## config.mk

```make
export PLATFORM = sky130hd
export DESIGN_NAME = fadd_share_arbiter
export DESIGN_NICKNAME = d
export VERILOG_FILES = /design/src/rtl/fadd_pkg.sv /design/src/rtl/rr_pick.sv /design/src/rtl/fadd_share_arbiter.sv
export SDC_FILE = /design/constraint.sdc
export NUM_CORES = 1
export LEC_CHECK = 0
export BUFFER_PORTS_ARGS = -buffer_cell sky130_fd_sc_hd__buf_2
export CORE_AREA = 2 2 154 156
export CTS_CLUSTER_SIZE = 24
export DETAILED_ROUTE_END_ITERATION = 16
export DIE_AREA = 0 0 156 158
export GPL_TIMING_DRIVEN = 1
export PLACE_DENSITY = 0.62
export SYNTH_ARGS = -nofsm -noshare
export SYNTH_HDL_FRONTEND = slang
export SYNTH_SLANG_ARGS = --single-unit
```

## constraint.sdc

```tcl
create_clock -name clk -period 5.3 [get_ports clk]
set_input_delay 0.795 -clock clk [delete_from_list [all_inputs] [get_ports clk]]
set_output_delay 0.795 -clock clk [all_outputs]
set_load 0.05 [all_outputs]
```

## src/rtl/fadd_pkg.sv

```systemverilog
// Shared float-adder types: FSM state encoding, IEEE-754 single field layout and the quiet-NaN
// that is returned when the adder times out.
package fadd_pkg;

  localparam int SIGN_W = 1;
  localparam int EXP_W  = 8;
  localparam int MANT_W = 23;

  typedef struct packed {
    logic [SIGN_W-1:0] sign;
    logic [EXP_W-1:0]  exp;
    logic [MANT_W-1:0] mant;
  } fp32_t;

  localparam fp32_t QNAN = '{sign: 1'b0, exp: 8'hff, mant: 23'h400000};

  typedef enum logic [1:0] {
    IDLE  = 2'd0,
    ISSUE = 2'd1,
    WAIT  = 2'd2,
    RESP  = 2'd3
  } state_t;

  typedef struct packed {
    logic [31:0] x;
    logic [31:0] y;
  } opnd_t;

endpackage

```

## src/rtl/rr_pick.sv

```systemverilog
// Round-robin priority picker: first set bit of req scanning upward from ptr with wrap-around.
// Purely combinational, zero latency; no backpressure of its own.
module rr_pick #(
  parameter int N  = 4,
  parameter int PW = $clog2(N)
) (
  input  logic [N-1:0]  req,
  input  logic [PW-1:0] ptr,
  output logic          found,
  output logic [PW-1:0] idx
);

  logic [PW-1:0] cand;

  // Scan from the farthest offset down so the one nearest ptr is the last (winning) assignment.
  always_comb begin
    found = 1'b0;
    idx   = '0;
    cand  = '0;
    for (int k = N - 1; k >= 0; k--) begin
      cand = PW'((int'(ptr) + k) % N);
      if (req[cand]) begin
        found = 1'b1;
        idx   = cand;
      end
    end
  end

endmodule

```

## src/rtl/fadd_share_arbiter.sv

```systemverilog
// Shares one start/done float adder among NREQ clients, round-robin, one op in flight, with watchdog.
// Latency L+2 cycles from req_ready to resp_valid; clients are held off via req_ready until IDLE.
module fadd_share_arbiter
  import fadd_pkg::*;
#(
  parameter int NREQ    = 4,
  parameter int TIMEOUT = 64,
  parameter int TW      = 7
) (
  input  logic              clk,
  input  logic              rst,
  input  logic [NREQ-1:0]   req_valid,
  input  logic [32*NREQ-1:0] req_x,
  input  logic [32*NREQ-1:0] req_y,
  output logic [NREQ-1:0]   req_ready,
  output logic [NREQ-1:0]   resp_valid,
  output logic [31:0]       resp_z,
  output logic              resp_err,
  output logic              add_valid,
  output logic [31:0]       add_x,
  output logic [31:0]       add_y,
  input  logic              add_done,
  input  logic [31:0]       add_z
);

  localparam int PW = $clog2(NREQ);

  state_t        state;
  logic [PW-1:0] rr_ptr;
  logic [PW-1:0] grant;
  logic [TW-1:0] timer;
  logic          pick_found;
  logic [PW-1:0] pick_idx;
  opnd_t         ops [NREQ];

  always_comb begin
    for (int i = 0; i < NREQ; i++) begin
      ops[i] = '{x: req_x[32*i +: 32], y: req_y[32*i +: 32]};
    end
  end

  rr_pick #(
    .N  (NREQ),
    .PW (PW)
  ) u_pick (
    .req   (req_valid),
    .ptr   (rr_ptr),
    .found (pick_found),
    .idx   (pick_idx)
  );

  always_comb begin
    req_ready = '0;
    if (state == IDLE && pick_found) req_ready[pick_idx] = 1'b1;
  end

  always_ff @(posedge clk) begin
    if (rst) begin
      state      <= IDLE;
      rr_ptr     <= '0;
      grant      <= '0;
      timer      <= '0;
      resp_valid <= '0;
      resp_z     <= '0;
      resp_err   <= 1'b0;
      add_valid  <= 1'b0;
      add_x      <= '0;
      add_y      <= '0;
    end else begin
      add_valid  <= 1'b0;
      resp_valid <= '0;
      case (state)
        IDLE: begin
          // add_valid is raised on entry so the start pulse coincides with the ISSUE cycle.
          if (pick_found) begin
            add_x     <= ops[pick_idx].x;
            add_y     <= ops[pick_idx].y;
            grant     <= pick_idx;
            add_valid <= 1'b1;
            state     <= ISSUE;
          end
        end
        ISSUE: begin
          timer <= '0;
          state <= WAIT;
        end
        WAIT: begin
          // A done arriving on the last watchdog cycle still delivers the real sum.
          if (add_done) begin
            resp_z            <= add_z;
            resp_err          <= 1'b0;
            resp_valid[grant] <= 1'b1;
            state             <= RESP;
          end else if (timer == TW'(TIMEOUT - 1)) begin
            resp_z            <= QNAN;
            resp_err          <= 1'b1;
            resp_valid[grant] <= 1'b1;
            state             <= RESP;
          end else begin
            timer <= timer + 1'b1;
          end
        end
        RESP: begin
          rr_ptr <= (grant == PW'(NREQ - 1)) ? '0 : grant + 1'b1;
          state  <= IDLE;
        end
        default: state <= IDLE;
      endcase
    end
  end

endmodule

```

==> impl_metrics.ini <==
[drt]
viasPerCell = 4.66
drt-pass1-iter-count = 4
route.antenna.remaining_nets = 0
dr.first_iter.drc_count = 282
vias = 5815
drt-total-wl_um = 20200
wl_per_cell_um = 16.2
drc_errors = 0

[synthesis]
async_flop_share = 0
synth_nets = 867
yosys-top-cells-area = dfxtp_1 41%, mux2i_1 23%, o221ai_1 9.7%
synth.most_common_cell = mux2i_1
ys.flop_type = dfxtp_1
synth-seq-cells = 115
yosysTopAreaCell = dfxtp_1
synth_top_cell_area_share = 0.406
synth_edf_count = 0
synth_warnings = 0
ys_types = 41
postSynthCellCount = 562
syn_area_per_cell_um2 = 10.1
synth_common_cells = 131 x mux2i_1, 115 x dfxtp_1, 71 x nand2_1, 63 x o221ai_1, 38 x nor2_1
ys_seq_area_frac = 0.406
syn_area_um2 = 5670

[power]
peakVddDrop_uv = 193
power_leakage_nw = 4.06
p_per_area_nw_per_um2 = 484

[setup_path]
worstPathRequired_ps = 4510
cp_data_arrival_time_ps = 2510
critPathSlowestCell = a31o_4
crit_type = in2out
worstSetupStartpointType = input pin
slowest_delay_ps = 570
critical_path_peak_fanout = 37
cpMostUsedCell = buf_2
critPathBufInv = 2
cp_top_family = simple AND/OR/NAND/NOR gates
cp-end-kind = output pin
crit_chain = buf_2, nor2b_1, nor4bb_4, a31o_4, and3_1, buf_2

[clocking]
numCtsBuffers = 17
clockBufferDepth = 2
clk_pin_slew_ps = 50
post_cts_buffers = 0
cts_tree = yes
clock_sinks = 115
clk_latency_ps = 410
cts_hold_buf = 0
cts_max_level = 4
cts_resized = 0
cts_root_buf = clkbuf_16

[placement]
portBuffers = 400
gp_congestion = 0.799
place_hpwl_um = 15400

[die]
die_x_um = 156
die_h_um = 158
io_pins = 401
initial_utilization = 0.246
core_area_um2 = 23100
rows = 56
dieArea_um2 = 24600

[timing]
fmax_ghz = 0.302
finalSetupTns_ps = 0
relSlewSlack = 0.442
hold_viol = 0
finalCritPeriodShare = 0.624
clock_skew_ps = 10.8
tightest_slew_ps = 834
setup_viol = 0
rsz0062_at_grt = false
period_needed_ps = 3310
drv_slew = 0

[global_routing]
grt_pass1_vias = 5419
grt_usage = 0.150
antenna_found_initial = 0
grt_overflow = 0
grt_first_pass_wirelength_um = 28600
grt_max_degree = 98

[cells_and_area]
syn2layout_area_growth_pct = 47.8
seq_area_um2 = 2300
diodes = 0
final_nets = 1251
fill_cells = 2400
utilization = 0.364
layout-drive-gt1-share = 0.464
multi_input_area_um2 = 3050

[outcome]
status = finished clean

[min_path]
min_path_type = reg2reg

[job]
drv_cap = 0
==> cells by family (layout without fill, tap and decap cells) <==
group           count (synthesis)  after routing  synth area share
simple gates                  143            143             0.112
mux                           131            131             0.231
flops                         115            115             0.406
compound gates                112            112             0.164
buf+inv                        48            443            0.0602
fa+ha+maj                      10             10            0.0221
xor+xnor                        3              3           0.00463
==> placed cells by master (no fill, tap or decap), types with 2 or more instances in the layout <==
cell / netlist / routed
buf_2: 4 / 400
mux2i_1: 131 / 131
dfxtp_1: 115 / 115
nand2_1: 71 / 69
o221ai_1: 63 / 63
nor2_1: 38 / 37
a22o_1: 23 / 23
clkbuf_16: 0 / 17
nor3_1: 12 / 12
ha_1: 10 / 10
a21oi_1: 8 / 8
inv_1: 7 / 7
nor3b_1: 5 / 5
clkinv_2: 0 / 5
buf_4: 0 / 5
and3_1: 4 / 4
o21ai_0: 4 / 4
nor2b_1: 3 / 3
xor2_1: 3 / 3
clkinvlp_4: 0 / 3
bufinv_16: 0 / 3
nand2b_1: 2 / 2
o2111ai_1: 2 / 2
nand3_1: 2 / 2
a211oi_1: 2 / 2
nand2_2: 0 / 2
==> routing by layer <==
metal | wire, µm | part of all wire | GRT usage | vias to the layer above
li1 | - | - | - | 2876
met1 | 8770 | 0.43 | 0.188 | 2696
met2 | 9960 | 0.49 | 0.253 | 222
met3 | 1110 | 0.055 | 0.0320 | 21
met4 | 348 | 0.017 | 0.0542 | 0
met5 | 0 | 0 | 0 | -
==> final cells by class <==
class	instances	area share
inverter	7	0.00314
sequential	115	0.275
multi-input combinational	399	0.364
timing repair buffer	406	0.246
tap	290	0.0433
clock buffer	19	0.0529
clock inverter	11	0.0164
==> per-stage QoR <==
stage               worst slack, ps  hold WS [ps]  total power, mW  instance area (µm²)  std cells
floorplan                      1760           456             2.48                 5670        562
global placement               2000           439             2.92                 7800       1217
detailed placement             1970           443             2.94                 7800       1217
CTS                            1970           458             4.11                 8380       1247
global route                   1870           469             4.26                 8380       1247
finish                         1990           455             4.06                 8380       1247
==> final timing paths <==
kind | startpoint | endpoint | slack (ps) | cells past startpoint
worst min register to register | add_y[26] | add_y[26] | 450 | 2
worst max register to register | rr_ptr[0] | add_x[0] | 2590 | 6
worst max-delay path | req_valid[0] | req_ready[3] | 1990 | 6
worst min-delay path | add_y[26] | add_y[26] | 450 | 2
==> worst register-to-register path: stages, from the launching register on <==
cell,delay [ps]
dfxtp_1,380
nor2b_1,100
nor4bb_4,310
a31o_4,570
buf_12,560
mux2i_1,500
o221ai_1,150
==> registers in the layout (all words and copies together) (netlist names), 2 cells and up <==
signal      flops
resp_z         32
timer           7
add_x          32
grant           2
state           2
resp_valid      4
rr_ptr          2
add_y          32
==> power breakdown <==
group / leakage [nW] / internal, mW / switching (mW)
Clock: 0.280 / 0.741 / 0.402
Combinational: 2.84 / 0.476 / 1.24
Sequential: 0.942 / 1.08 / 0.120
Total: 4.06 / 2.30 / 1.76
(Power assumes the default switching activity.)
